<file path="src/rtl/trap_ctrl_if.sv">
// trap_ctrl_if: decode, CSR write port and fetch-redirect signals around trap_ctrl
interface trap_ctrl_if #(
   parameter int ADDR_WIDTH = 32,
   parameter int DATA_WIDTH = 32
);
   logic [31:0]           inst_i;
   logic [ADDR_WIDTH-1:0] inst_addr_i;
   logic                  irq_i;
   logic [DATA_WIDTH-1:0] mstatus_i;
   logic [ADDR_WIDTH-1:0] mtvec_i;
   logic [ADDR_WIDTH-1:0] mepc_i;
   logic                  csr_we_o;
   logic [11:0]           csr_waddr_o;
   logic [DATA_WIDTH-1:0] csr_wdata_o;
   logic                  hold_o;
   logic                  int_assert_o;
   logic [ADDR_WIDTH-1:0] int_addr_o;
   modport slave (
      input  inst_i, inst_addr_i, irq_i, mstatus_i, mtvec_i, mepc_i,
      output csr_we_o, csr_waddr_o, csr_wdata_o, hold_o, int_assert_o, int_addr_o
   );
   modport master (
      output inst_i, inst_addr_i, irq_i, mstatus_i, mtvec_i, mepc_i,
      input  csr_we_o, csr_waddr_o, csr_wdata_o, hold_o, int_assert_o, int_addr_o
   );
endinterface

</file>
<file path="src/rtl/trap_ctrl.sv">
// trap_ctrl: machine-mode trap sequencer writing mepc/mstatus/mcause then redirecting fetch
module trap_ctrl #(
   parameter int ADDR_WIDTH = 32,
   parameter int DATA_WIDTH = 32
) (
   input logic        clk_i,
   input logic        rst_i,
   trap_ctrl_if.slave bus
);
   typedef enum logic [2:0] {IDLE, S_MEPC, S_MSTATUS, S_MCAUSE, S_MRET, S_JUMP} state_t;
   state_t                state;
   logic                  guard, is_mret;
   logic [DATA_WIDTH-1:0] mst, cause;
   logic                  det, ecall, ebreak, mret, irq_take, trap, go_mret;
   logic [DATA_WIDTH-1:0] trap_cause;
   assign det        = rst_i && !guard && state == IDLE;
   assign ecall      = bus.inst_i == 32'h0000_0073;
   assign ebreak     = bus.inst_i == 32'h0010_0073;
   assign mret       = bus.inst_i == 32'h3020_0073;
   assign irq_take   = bus.irq_i && bus.mstatus_i[3];
   assign trap       = det && (ecall || ebreak || (irq_take && !mret));
   assign go_mret    = det && mret;
   assign trap_cause = ecall ? DATA_WIDTH'(11) : ebreak ? DATA_WIDTH'(3) : {1'b1, (DATA_WIDTH-1)'(7)};
   assign bus.hold_o     = state != IDLE || trap || go_mret;
   assign bus.int_addr_o = !bus.int_assert_o ? '0 : is_mret ? bus.mepc_i : bus.mtvec_i & ~ADDR_WIDTH'(3);
   // sequencer: each transition preloads the CSR write / redirect outputs of the state it enters
   always_ff @(posedge clk_i or negedge rst_i) begin
      if (!rst_i) begin
         state            <= IDLE;
         guard            <= 1'b0;
         is_mret          <= 1'b0;
         mst              <= '0;
         cause            <= '0;
         bus.csr_we_o     <= 1'b0;
         bus.csr_waddr_o  <= '0;
         bus.csr_wdata_o  <= '0;
         bus.int_assert_o <= 1'b0;
      end else begin
         bus.csr_we_o     <= 1'b0;
         bus.csr_waddr_o  <= '0;
         bus.csr_wdata_o  <= '0;
         bus.int_assert_o <= 1'b0;
         guard            <= 1'b0;
         case (state)
            IDLE:
               if (trap) begin
                  state           <= S_MEPC;
                  is_mret         <= 1'b0;
                  mst             <= bus.mstatus_i;
                  cause           <= trap_cause;
                  bus.csr_we_o    <= 1'b1;
                  bus.csr_waddr_o <= 12'h341;
                  bus.csr_wdata_o <= DATA_WIDTH'(bus.inst_addr_i);
               end else if (go_mret) begin
                  state           <= S_MRET;
                  is_mret         <= 1'b1;
                  bus.csr_we_o    <= 1'b1;
                  bus.csr_waddr_o <= 12'h300;
                  bus.csr_wdata_o <= {bus.mstatus_i[DATA_WIDTH-1:8], 1'b1, bus.mstatus_i[6:4],
                                      bus.mstatus_i[7], bus.mstatus_i[2:0]};
               end
            S_MEPC: begin
               state           <= S_MSTATUS;
               bus.csr_we_o    <= 1'b1;
               bus.csr_waddr_o <= 12'h300;
               bus.csr_wdata_o <= {mst[DATA_WIDTH-1:8], mst[3], mst[6:4], 1'b0, mst[2:0]};
            end
            S_MSTATUS: begin
               state           <= S_MCAUSE;
               bus.csr_we_o    <= 1'b1;
               bus.csr_waddr_o <= 12'h342;
               bus.csr_wdata_o <= cause;
            end
            S_MCAUSE, S_MRET: begin
               state            <= S_JUMP;
               bus.int_assert_o <= 1'b1;
            end
            S_JUMP: begin
               state <= IDLE;
               guard <= 1'b1;
            end
            default: state <= IDLE;
         endcase
      end
   end
endmodule
</file>
<file path="src/flat_wrapper.sv">
// flat-port wrapper written by rule: the top's interface ports become plain ports
module trap_ctrl_flat 
#(
   parameter int ADDR_WIDTH = 32,
   parameter int DATA_WIDTH = 32
)
  (clk_i, rst_i, bus_inst_i, bus_inst_addr_i, bus_irq_i, bus_mstatus_i, bus_mtvec_i, bus_mepc_i, bus_csr_we_o, bus_csr_waddr_o, bus_csr_wdata_o, bus_hold_o, bus_int_assert_o, bus_int_addr_o);
  trap_ctrl_if #(.ADDR_WIDTH(ADDR_WIDTH), .DATA_WIDTH(DATA_WIDTH)) bus_i ();
  input logic clk_i;
  input logic rst_i;
  input wire logic [$bits(bus_i.inst_i)-1:0] bus_inst_i;
  input wire logic [$bits(bus_i.inst_addr_i)-1:0] bus_inst_addr_i;
  input wire logic [$bits(bus_i.irq_i)-1:0] bus_irq_i;
  input wire logic [$bits(bus_i.mstatus_i)-1:0] bus_mstatus_i;
  input wire logic [$bits(bus_i.mtvec_i)-1:0] bus_mtvec_i;
  input wire logic [$bits(bus_i.mepc_i)-1:0] bus_mepc_i;
  output wire logic [$bits(bus_i.csr_we_o)-1:0] bus_csr_we_o;
  output wire logic [$bits(bus_i.csr_waddr_o)-1:0] bus_csr_waddr_o;
  output wire logic [$bits(bus_i.csr_wdata_o)-1:0] bus_csr_wdata_o;
  output wire logic [$bits(bus_i.hold_o)-1:0] bus_hold_o;
  output wire logic [$bits(bus_i.int_assert_o)-1:0] bus_int_assert_o;
  output wire logic [$bits(bus_i.int_addr_o)-1:0] bus_int_addr_o;
  assign bus_i.inst_i = bus_inst_i;
  assign bus_i.inst_addr_i = bus_inst_addr_i;
  assign bus_i.irq_i = bus_irq_i;
  assign bus_i.mstatus_i = bus_mstatus_i;
  assign bus_i.mtvec_i = bus_mtvec_i;
  assign bus_i.mepc_i = bus_mepc_i;
  assign bus_csr_we_o = bus_i.csr_we_o;
  assign bus_csr_waddr_o = bus_i.csr_waddr_o;
  assign bus_csr_wdata_o = bus_i.csr_wdata_o;
  assign bus_hold_o = bus_i.hold_o;
  assign bus_int_assert_o = bus_i.int_assert_o;
  assign bus_int_addr_o = bus_i.int_addr_o;
  trap_ctrl #(.ADDR_WIDTH(ADDR_WIDTH), .DATA_WIDTH(DATA_WIDTH)) u_core (.clk_i(clk_i), .rst_i(rst_i), .bus(bus_i));
endmodule
</file>
<file path="config.mk">
export PLATFORM = sky130hd
export DESIGN_NAME = trap_ctrl_flat
export DESIGN_NICKNAME = d
export VERILOG_FILES = /design/src/rtl/trap_ctrl_if.sv /design/src/rtl/trap_ctrl.sv /design/src/flat_wrapper.sv
export SDC_FILE = /design/constraint.sdc
export NUM_CORES = 1
export LEC_CHECK = 0
export ABC_AREA = 0
export CORE_AREA = 2 2 94 96
export CTS_CLUSTER_DIAMETER = 100
export CTS_CLUSTER_SIZE = 8
export DETAILED_ROUTE_END_ITERATION = 16
export DIE_AREA = 0 0 96 98
export DONT_BUFFER_PORTS = 1
export MAX_ROUTING_LAYER = met4
export SYNTH_ARGS = -nofsm -noshare
export SYNTH_HDL_FRONTEND = slang
export SYNTH_SLANG_ARGS = --single-unit
</file>
<file path="constraint.sdc">
create_clock -name clk_i -period 3.4 [get_ports clk_i]
set_input_delay 0.34 -clock clk_i [delete_from_list [all_inputs] [get_ports clk_i]]
set_output_delay 0.34 -clock clk_i [all_outputs]
set_load 0.01 [all_outputs]
</file>
-- Word level (Yosys, flattened, before mapping)
Index checks and enable logic that the tools add are counted.
- memories: 0
- flip-flop bits (word level): 115
- bits in writable memories: 0
- output and inout port bits: 79
- word-level logic and storage cells: 57
- memory bits (read-only): 0
- bits in latches: 0
- mux-type cells: 20
- divide/modulo/power cells: 0
- $lt $le $gt $ge: 0
- multipliers: 0
- eq/ne operators: 9
- bitwise logic cells: 0
- reduce and logical (&&, ||, !) cells: 19
- $add $sub $neg: 0
- shifts and indexed selects: 0
- operator list (operator ; number):
    32-bit two-way mux ; 6
    32-bit case mux with 3 select lines ; 1
    12-bit case mux with 3 select lines ; 1
    32-bit by 21-bit == test with 1-bit output, second input constant ; 1
    32-bit by 30-bit == test with 1-bit output, second input constant ; 1
    32-bit by 7-bit == test with 1-bit output, second input constant ; 1
    12-bit two-way mux ; 1
    3-bit case mux with 4 select lines ; 1
    10-bit two-way mux ; 1
    3-bit by 2-bit == test with 1-bit output, second input constant ; 2
    3-bit == test, second input constant ; 2
    1-bit logical AND ; 6
    1-bit two-way mux ; 6
    3-bit two-way mux ; 2
    1-bit logical OR ; 4
    2-bit AND reduction ; 2
    2-bit OR reduction ; 2
    3-bit by 1-bit == test with 1-bit output, second input constant ; 1
    3-bit logical NOT ; 1
    3-bit by 1-bit != test with 1-bit output, second input constant ; 1
    3-bit nonzero test ; 1
    1-bit logical NOT ; 2
    1-bit case mux with 2 select lines ; 1
    2-bit nonzero test ; 1

-- Logic depth before layout (Yosys ltp)
Gate-level depths: netlist (run 1).
- depth after elaboration: 7
- mapped depth: 8

-- Worst setup path before layout (run 1)
Ideal clock, no wire load.
- path kind: input-to-output
- start: input port bus_inst_i[18]
- end: output port bus_hold_o
- stages: 6
- arrival time: 1.752 ns
- path slack: 1.308 ns
- required time: 3.060 ns
- path through: nor4_1 > nand4_1 > o21bai_4 > nand2_8 > buf_6 > or3b_1
- cells in the longest elaborated chain, start to end: 7
- elaborated cells on any way between the ends: 11
- RTL lines (element ; line ; source):
    from (decl) ; flat_wrapper.sv:11 ; input wire logic [$bits(bus_i.inst_i)-1:0] bus_inst_i;
    32-bit by 30-bit == test with 1-bit output ; trap_ctrl.sv:19 ; assign mret = bus.inst_i == 32'h3020_0073;
    1-bit logical NOT ; trap_ctrl.sv:21 ; assign trap = det && (ecall || ebreak || (irq_take && !mret));
    1-bit logical AND ; trap_ctrl.sv:21 ;
    1-bit logical OR ; trap_ctrl.sv:21 ;
    1-bit logical AND ; trap_ctrl.sv:21 ;
    1-bit logical OR ; trap_ctrl.sv:24 ; assign bus.hold_o = state != IDLE || trap || go_mret;
    1-bit logical OR (*) ; trap_ctrl.sv:24 ;
    to (decl) ; flat_wrapper.sv:20 ; output wire logic [$bits(bus_i.hold_o)-1:0] bus_hold_o;
Every way passes the cells marked *; elsewhere a longest branch is shown, timed or not.

-- Worst setup path after layout (run 1)
- start: register u_core.state[0]
- end: output port bus_hold_o
- cells in the longest elaborated chain, start to end: 5
- elaborated cells on any way between the ends: 7
- RTL lines (element ; line ; source):
    from (decl) ; trap_ctrl.sv:11 ; state_t state;
    from (signal assigned) ; trap_ctrl.sv:29 ; state <= IDLE;
    from (signal assigned) ; trap_ctrl.sv:47 ; state <= S_MEPC;
    from (signal assigned) ; trap_ctrl.sv:55 ; state <= S_MRET;
    3-bit logical NOT ; trap_ctrl.sv:16 ; assign det = rst_i && !guard && state == IDLE;
    1-bit logical AND ; trap_ctrl.sv:16 ;
    1-bit logical AND ; trap_ctrl.sv:21 ;
    1-bit logical OR ; trap_ctrl.sv:24 ;
    1-bit logical OR (*) ; trap_ctrl.sv:24 ;
Marked as above.

==> results of run 1 <==
## kinds of logic (layout without fill, tap and decap cells)
family	after synthesis	in the layout
mux	61	61
other cells	1	9
buf+inv	32	23
simple gates	67	67
flops	76	76
compound gates	68	68
## flip-flops by register name, summed over array words and instances, names as in the netlist
register,flops
u_core.cause,3
u_core.guard,1
u_core.state,3
u_core.bus.int_assert_o,1
u_core.is_mret,1
u_core.bus.csr_wdata_o,32
u_core.mst,31
u_core.bus.csr_waddr_o,4
## cell type report
type                       count  area [sq um]  area share, %
sequential                    76          1900           47.2
clock inverter                 5          55.1           1.37
tap                          108           135           3.35
inverter                       2          7.51          0.186
clock buffer                   9           124           3.07
antenna                        2          5.00          0.124
timing repair buffer           7          75.1           1.86
multi-input combinational    203          1730           42.8
## critical path, delay by kind of cell, from the launching register on
kind             cells  cell delay [ps]
flip-flops           1              450
AND/OR/NAND/NOR      5             1690
## power breakdown
group / switching, mW / total [mW] / internal [mW]
registers: 0.299 / 1.57 / 1.27
clock network: 0.318 / 0.646 / 0.328
logic: 0.333 / 0.739 / 0.406
## how the worst min path moves through the flow
stage	start	endpoint	slack, ps
3_5_place_dp	rst_i	u_core.mst[30]	50
2_1_floorplan	rst_i	u_core.bus.csr_waddr_o[0]	40
4_1_cts	bus_inst_i[20]	u_core.cause[3]	80
5_1_grt	bus_inst_i[20]	u_core.cause[3]	80
6_report	bus_inst_i[20]	u_core.cause[3]	100
3_3_place_gp	rst_i	u_core.mst[30]	50
## metal layers
layer  GRT usage (%)  up-vias  wire [um]
met2            31.0      134       4570
met4            6.59        0        116
met1            22.5     1200       3530
met3            7.79       12        905
met5               -        -          0
li1                -     1091          -
## cell usage in the layout (no fill, tap or decap), types with 3 or more instances in the layout
master,count
dfrtp_1,76
clkbuf_8,9
conb_1,7
mux2i_1,30
mux2_2,4
nand4_1,4
a221o_1,6
mux2_1,27
nor3_1,3
nor2b_1,31
nor4_1,3
nor4b_2,3
buf_4,5
a22o_1,30
nand2_1,4
a21o_1,26
## stage by stage
stage          hold slack, ps  util, %  power [mW]  instance area [sq um]  worst slack, ps
2_1_floorplan            44.4        -        2.17                   3830             1310
3_3_place_gp             46.3     45.0        2.29                   3810              792
3_5_place_dp             46.1     45.0        2.32                   3810              794
5_1_grt                  80.3     47.6        3.15                   4030              424
6_report                  102     47.6        2.95                   4030              572
4_1_cts                  84.9     47.5        3.00                   4020              493
## timing repair
item / in CTS / in global routing
endpoints found under the hold margin: 76 / 0
setup endpoints to repair: 0 / 0
hold buffers: 2 / 0
==> flow_metrics.tcl, run 1 <==
set metrics [dict create \
    status "finished, final reports clean" \
    numPortBuffers 0 \
    synth_edf_count 0 \
    finalCritPeriodShare_pct 83.2 \
    crit_path_end_kind "primary output" \
    ys_ff_latch 76 \
    ys_types 40 \
    synth_area_sq_um 3800 \
    synth_xor_area_share_pct 0 \
    crit_required_ps 3060 \
    clockRootBuffer "clkbuf_8" \
    synth_top_family_by_area "multiplexers" \
    syn_inst 305 \
    power_density_nw_per_um2 733 \
    drive_gt1_share_pct 11.9 \
    grt_pass1_vias 2478 \
    syn_to_final_growth_pct 5.89 \
    drt_iter0_markers 86 \
    worstPathCellList "nor3_1 -> nand2_1 -> or3_1 -> nand2_8 -> or3b_1" \
    drt-pass1-iter-count 4 \
    vias_per_cell 5.92 \
    min_path_cells 1 \
    synth_most_common_cell "dfrtp_1" \
    critical_path_class "reg -> out" \
    synth_top_area_share_pct 50.0 \
    io_pins 242 \
    cts_tree "done" \
    hold_path.class "in -> reg" \
    reg2reg_depth 5 \
    wirelength_um 9120 \
    relSlewSlack_pct 50.0 \
    finalClockSkew_ps 8.84 \
    rsz0062_at_grt "false" \
    fmax_mhz 354 \
    rows 34 \
    finalSetupTns_ps 0 \
    synth_adder_area_share_pct 0 \
    wl_per_cell_um 22.1 \
    synth_ff_type "dfrtp_1" \
    yosys-top-cells-count "76 x dfrtp_1, 31 x nor2b_1, 30 x a22o_1, 30 x mux2i_1, 27 x mux2_1" \
    synthMuxAreaShare_pct 17.1 \
    cp-start-kind "flip-flop" \
    ys_seq_area_share_pct 50.0 \
    p_leak_nw 1.92 \
    insertion_delay_ps 340 \
    slowest_delay_ps 560 \
    synth.area.top_cells "dfrtp_1 50%, mux2_1 8.0%, mux2i_1 7.9%" \
    worstMarginPinSlew_ps 750 \
    reg2reg_from "u_core.state[0]" \
    cts.path.max_buffers 2 \
    path_clk_slew_ps 70 \
    rr_endpoint "u_core.mst[24]" \
    die-area_sq_um 9410 \
    startpoint "u_core.state[0]" \
    grt_pass1_wl_um 13200 \
    vdd_ir_drop_max_mv 0.362 \
    cts_setup_buffers 0 \
    post-route-drc-count 0 \
    antenna_found_initial 2 \
    yosys.area_share.simple_pct 12.3 \
    htreeDepth 3 \
    critical_path_arrival_ps 2490 \
    crit_path_end "bus_hold_o" \
    yosysTopAreaCell "dfrtp_1" \
    gp_congestion 0.836 \
    via_count 2437 \
    nets 462 \
    fillers 806 \
    drv_slew 0 \
    clock-sinks 76 \
    dp.final_hpwl_um 6700 \
    synth-compound-area-share_pct 15.0 \
    fin_crit_ps 2830 \
    finalSetupViolCount 0 \
    ff2ff_setup_slack_ps 940 \
    start_util_pct 44.9 \
    finalHoldViolations 0 \
    cts_resized 0 \
    dp.cells 394 \
    grt_usage_pct 19.6 \
    synthArstFlopShare_pct 100 \
    numCtsBuffers 9 \
    drt.antenna.violating_nets 0 \
    die_w_um 96 \
    fin_cells 412 \
    grt_remaining_overflow 0 \
    grt_max_degree 77 \
    synth_warnings 0 \
    path_max_fanout 68 \
    syn_avg_cell_area_sq_um 12.5 \
    core_area_sq_um 8470 \
    maxCapViolations 0 \
    die_h_um 98 \
    slowest_stage "or3_1" \
]
Power figures use the tool's default switching activity.
==> inputs of run 2 (changes only) <==
- clock period: 3.4 -> 2.5 ns (I/O delays scaled with it)
==> run 2 against run 1 <==
Net effect: sequential power is 36% higher; cell count is 5.1% higher; combinational power grew 43%; critical path depth up 1; hold slack worse by 84 ps; sequential cell count did not move; die area unchanged; critical path type unchanged; largest power group unchanged.
==> flow_metrics.tcl, run 2 (synthesis results as in run 1) <==
set metrics [dict create \
    numPortBuffers 0 \
    grt_pass1_wl_um 13800 \
    finalClockSkew_ps 12.8 \
    finalCritPeriodShare_pct 94.6 \
    largest_reg_flops 32 \
    power_frac_seq_pct 51.8 \
    antenna_found_initial 1 \
    worstPathCellList "nor3_2 -> nand2_1 -> or3_4 -> nand2_8 -> buf_4 -> or3b_1" \
    dp.final_hpwl_um 6960 \
    grt_remaining_overflow 0 \
    dp.cells 399 \
    numCtsBuffers 9 \
    via_count 2543 \
    rr_endpoint "u_core.mst[24]" \
    fin_cells 433 \
    relSlewSlack_pct 50.3 \
    cts.path.max_buffers 2 \
    post-route-drc-count 0 \
    slowest_stage "dfrtp_1" \
    power.internal_mw 2.78 \
    start_util_pct 44.9 \
    nets 482 \
    hold_ws_ps 18.3 \
    status "finished, final reports clean" \
    drt-pass1-iter-count 4 \
    p_comb_share_pct 25.7 \
    hold_path.class "in -> reg" \
    power_switching_mw 1.34 \
    drt.antenna.violating_nets 0 \
    gp_congestion 0.833 \
    wl_per_cell_um 21.8 \
    finalHoldViolations 0 \
    worstMarginPinSlew_ps 746 \
    die_h_um 98 \
    critical_path_class "reg -> out" \
    crit_required_ps 2250 \
    grt_max_degree 77 \
    io_pins 242 \
    htreeDepth 3 \
    drive_gt1_share_pct 13.3 \
    grt_pass1_vias 2566 \
    startpoint "u_core.state[1]" \
    wirelength_um 9440 \
    clock-sinks 76 \
    cts_tree "done" \
    switching_share_pct 32.6 \
    cp-start-kind "flip-flop" \
    insertion_delay_ps 340 \
    power_density_nw_per_um2 966 \
    die-area_sq_um 9410 \
    clockPowerShare_pct 22.4 \
    core_area_sq_um 8470 \
    fin_crit_ps 2360 \
    crit_path_end "bus_hold_o" \
    min_path_cells 1 \
    ff2ff_setup_slack_ps 400 \
    crit_path_end_kind "primary output" \
    path_max_fanout 9 \
    drv_slew 0 \
    finalSetupTns_ps 0 \
    layout_commonest_cell "dfrtp_1" \
    critPathBufInv 1 \
    fmax_mhz 423 \
    finalSetupViolCount 0 \
    vdd_ir_drop_max_mv 0.517 \
    most-common-layout-cells "76 x dfrtp_1, 31 x nor2b_1, 30 x a22o_1, 30 x mux2i_1, 27 x mux2_1" \
    largest_registers "u_core.bus.csr_wdata_o: 32 flops, u_core.mst: 31 flops, u_core.bus.csr_waddr_o: 4 flops" \
    path_clk_slew_ps 90 \
    p_leak_nw 2.01 \
    clockRootBuffer "clkbuf_8" \
    vias_per_cell 5.87 \
    reg2reg_from "u_core.state[1]" \
    critical_path_arrival_ps 2110 \
    path_depth 6 \
    maxCapViolations 0 \
    grt_usage_pct 20.2 \
    slowest_delay_ps 470 \
    rsz0062_at_grt "false" \
    rows 34 \
    reg2reg_depth 6 \
    critPathTopFamily "simple AND/OR/NAND/NOR gates" \
    fillers 771 \
    die_w_um 96 \
    syn_to_final_growth_pct 12.1 \
    regMostFlops "u_core.bus.csr_wdata_o" \
    drt_iter0_markers 191 \
]
[run 2: cell types whose count changed in the layout (fill, tap and decap cells not counted)]
cell,previous run,this run
buf_12,0,2
buf_4,5,8
clkbuf_1,0,2
clkinv_2,2,0
clkinv_4,0,2
diode_2,2,1
dlygate4sd3_1,1,16
nor3_1,3,2
nor3_2,0,1
or3_1,2,1
or3_4,0,1
[run 2: per-layer routing]
layer / vias to the layer above / share of wire (%) / global-route usage (%)
li1: 1132 / - / -
met1: 1251 / 38 / 24.0
met2: 146 / 50 / 32.3
met3: 14 / 11 / 7.10
met4: 0 / 1.3 / 5.82
met5: - / 0 / -
[run 2: power groups by stage]
stage | clock network, mW | registers (mW) | logic (mW)
final | 0.924 | 2.13 | 1.06
after global routing | 1.01 | 2.19 | 1.19
after CTS | 0.950 | 2.14 | 1.06
after detailed placement | 0 | 2.15 | 1.02
after global placement | 0 | 2.13 | 0.992
after floorplan | 0 | 2.03 | 0.914
[run 2: per-stage QoR]
step / setup WS, ps / power (mW) / area [sq um] / utilization [%]
global placement: 271 / 3.13 / 3870 / 45.7
floorplan: 557 / 2.95 / 3830 / -
global route: 2.69 / 4.38 / 4260 / 50.4
finish: 135 / 4.12 / 4260 / 50.4
detailed placement: 232 / 3.17 / 3870 / 45.7
CTS: 18.9 / 4.15 / 4150 / 49.0
[run 2: what timing repair did]
| item | in CTS | in global routing |
|---|---|---|
| endpoints found under the setup margin | 1 | 1 |
| gates resized for setup | 1 | 1 |
| hold endpoints to repair | 80 | 11 |
| hold buffers | 6 | 11 |
| setup buffers | 0 | 0 |
[run 2: layout make-up]
| cell class | instances | area (sq um) | area share [%] |
|---|---|---|---|
| Timing Repair Buffer | 27 | 288 | 6.75 |
| Inverter | 2 | 7.51 | 0.176 |
| Multi-Input combinational cell | 203 | 1740 | 40.7 |
| Tap cell | 108 | 135 | 3.17 |
| Clock inverter | 5 | 62.6 | 1.47 |
| Sequential cell | 76 | 1900 | 44.6 |
| Clock buffer | 11 | 131 | 3.08 |
| Antenna cell | 1 | 2.50 | 0.0587 |
[run 2: worst min path at each step]
stage                                       endpoint  slack [ps]           startpoint
final                     u_core.bus.csr_wdata_o[10]          20  bus_inst_addr_i[10]
after global routing      u_core.bus.csr_wdata_o[29]           2  bus_inst_addr_i[29]
after CTS                 u_core.bus.csr_wdata_o[16]         0.3  bus_inst_addr_i[16]
after detailed placement              u_core.mst[27]         -40                rst_i
after global placement                u_core.mst[30]         -40                rst_i
after floorplan            u_core.bus.csr_waddr_o[0]         -50                rst_i
==> inputs of run 3 (changes only) <==
- CTS_BUF_LIST: unset -> sky130_fd_sc_hd__clkbuf_4 sky130_fd_sc_hd__clkbuf_8
==> run 3 against run 2 <==
Net effect: via count is 0.28% lower; critical endpoint unchanged; sequential power hardly changed; global-route usage stayed put.
==> flow_metrics.tcl, run 3 (synthesis results as in run 1) <==
set metrics [dict create \
    status "finished, final reports clean" \
    drive_gt1_share_pct 13.9 \
    reg2reg_from "u_core.state[1]" \
    die-area_sq_um 9410 \
    clock-sinks 76 \
    io_pins 242 \
    power_density_nw_per_um2 969 \
    placed_cell_area_sq_um 3870 \
    worstPathCellList "nor3_2 -> nand2_1 -> or3_4 -> nand2_8 -> buf_4 -> or3b_1" \
    drv_slew 0 \
    startpoint "u_core.state[1]" \
    reg2reg_depth 6 \
    fillers 770 \
    finalHoldViolations 0 \
    drt_iter0_markers 176 \
    die_w_um 96 \
    worstMarginPinSlew_ps 746 \
    fmax_mhz 422 \
    seq_area_sq_um 1900 \
    largest_reg_flops 32 \
    htreeDepth 3 \
    wirelength_um 9440 \
    fin_crit_ps 2370 \
    clockRootBuffer "clkbuf_8" \
    critical_path_arrival_ps 2120 \
    stdcell_area_sq_um 4270 \
    cts.path.max_buffers 2 \
    numCtsBuffers 9 \
    regMostFlops "u_core.bus.csr_wdata_o" \
    most-common-layout-cells "76 x dfrtp_1, 31 x nor2b_1, 30 x a22o_1, 30 x mux2i_1, 27 x mux2_1" \
    grt_usage_pct 20.2 \
    cts_setup_buffers 0 \
    wl_per_cell_um 21.8 \
    crit_required_ps 2250 \
    maxCapViolations 0 \
    grt_pass1_wl_um 13800 \
    multiInputGateArea_sq_um 1740 \
    power_mw 4.14 \
    drt.antenna.violating_nets 0 \
    grt_max_degree 77 \
    dp.final_hpwl_um 6960 \
    vdd_ir_drop_max_mv 0.518 \
    start_util_pct 44.9 \
    crit_path_end_kind "primary output" \
    layout_commonest_cell "dfrtp_1" \
    syn_to_final_growth_pct 12.3 \
    finalSetupTns_ps 0 \
    core_area_sq_um 8470 \
    insertion_delay_ps 340 \
    critPathTopFamily "simple AND/OR/NAND/NOR gates" \
    nets 482 \
    slowest_delay_ps 470 \
    die_h_um 98 \
    grt_pass1_vias 2566 \
    gp_congestion 0.833 \
    numPortBuffers 0 \
    cp-start-kind "flip-flop" \
    rsz0062_at_grt "false" \
    drt-pass1-iter-count 4 \
    slowest_stage "dfrtp_1" \
    rr_endpoint "u_core.mst[24]" \
    rows 34 \
    grt_remaining_overflow 0 \
    largest_registers "u_core.bus.csr_wdata_o: 32 flops, u_core.mst: 31 flops, u_core.bus.csr_waddr_o: 4 flops" \
    cts_tree "done" \
    ff2ff_setup_slack_ps 400 \
    path_depth 6 \
    finalClockSkew_ps 12.3 \
    post-route-drc-count 0 \
    finalCritPeriodShare_pct 94.7 \
    relSlewSlack_pct 50.3 \
    antenna_found_initial 1 \
    path_clk_slew_ps 90 \
    vias_per_cell 5.86 \
    finalSetupViolCount 0 \
    crit_path_end "bus_hold_o" \
    critPathBufInv 1 \
    critical_path_class "reg -> out" \
    hold_path.class "in -> reg" \
    path_max_fanout 9 \
    p_leak_nw 2.02 \
    via_count 2536 \
]
==> run 3: cell types whose count changed in the layout (fill, tap and decap cells not counted) <==
cell	before	now
clkbuf_1	2	0
clkbuf_4	0	2
==> run 3: how the worst min path moves through the flow <==
stage,from,end,slack [ps],depth (start not counted)
finish,bus_inst_addr_i[10],u_core.bus.csr_wdata_o[10],20,1
global route,bus_inst_addr_i[29],u_core.bus.csr_wdata_o[29],2,1
CTS,bus_inst_addr_i[16],u_core.bus.csr_wdata_o[16],0.3,1
detailed placement,rst_i,u_core.mst[27],-40,0
global placement,rst_i,u_core.mst[30],-40,0
floorplan,rst_i,u_core.bus.csr_waddr_o[0],-50,0
==> run 3: report_power, final <==
| part | leakage, nW | internal [mW] | switching [mW] |
|---|---|---|---|
| clock | 0.0966 | 0.487 | 0.458 |
| combinational | 0.953 | 0.585 | 0.474 |
| sequential | 0.971 | 1.73 | 0.410 |
==> run 3: timing repair <==
item,in CTS,in global routing
gates cloned,0,0
hold buffers,6,11
resized for setup,1,1
pin swaps,0,0
endpoints found under the hold margin,80,11
endpoints found under the setup margin,1,1
==> run 3: through the flow <==
stage / utilization (%) / std cells / hold WS [ps] / setup WS, ps
floorplan: - / 311 / -45.6 / 557
global placement: 45.7 / 399 / -43.7 / 271
detailed placement: 45.7 / 399 / -43.9 / 232
CTS: 49.1 / 421 / 0.257 / 18.9
global route: 50.5 / 433 / 1.88 / 2.69
finish: 50.5 / 433 / 18.5 / 132
==> run 3: cell type report <==
class | instances | share of cell area (%)
flip-flops and latches | 76 | 44.5
multi-input cells | 203 | 40.6
repair buffers | 27 | 6.74
clock buffers | 11 | 3.25
well taps | 108 | 3.16
clock inverters | 5 | 1.46
inverters | 2 | 0.176
diodes | 1 | 0.0586
==> run 3: metal layers <==
layer	part of all wire, %	vias to the layer above	wire, um	GRT usage, %
met5	0	-	0	-
li1	-	1130	-	-
met4	1.3	0	121	5.82
met3	11	14	995	7.10
met1	38	1249	3630	24.0
met2	50	143	4690	32.3
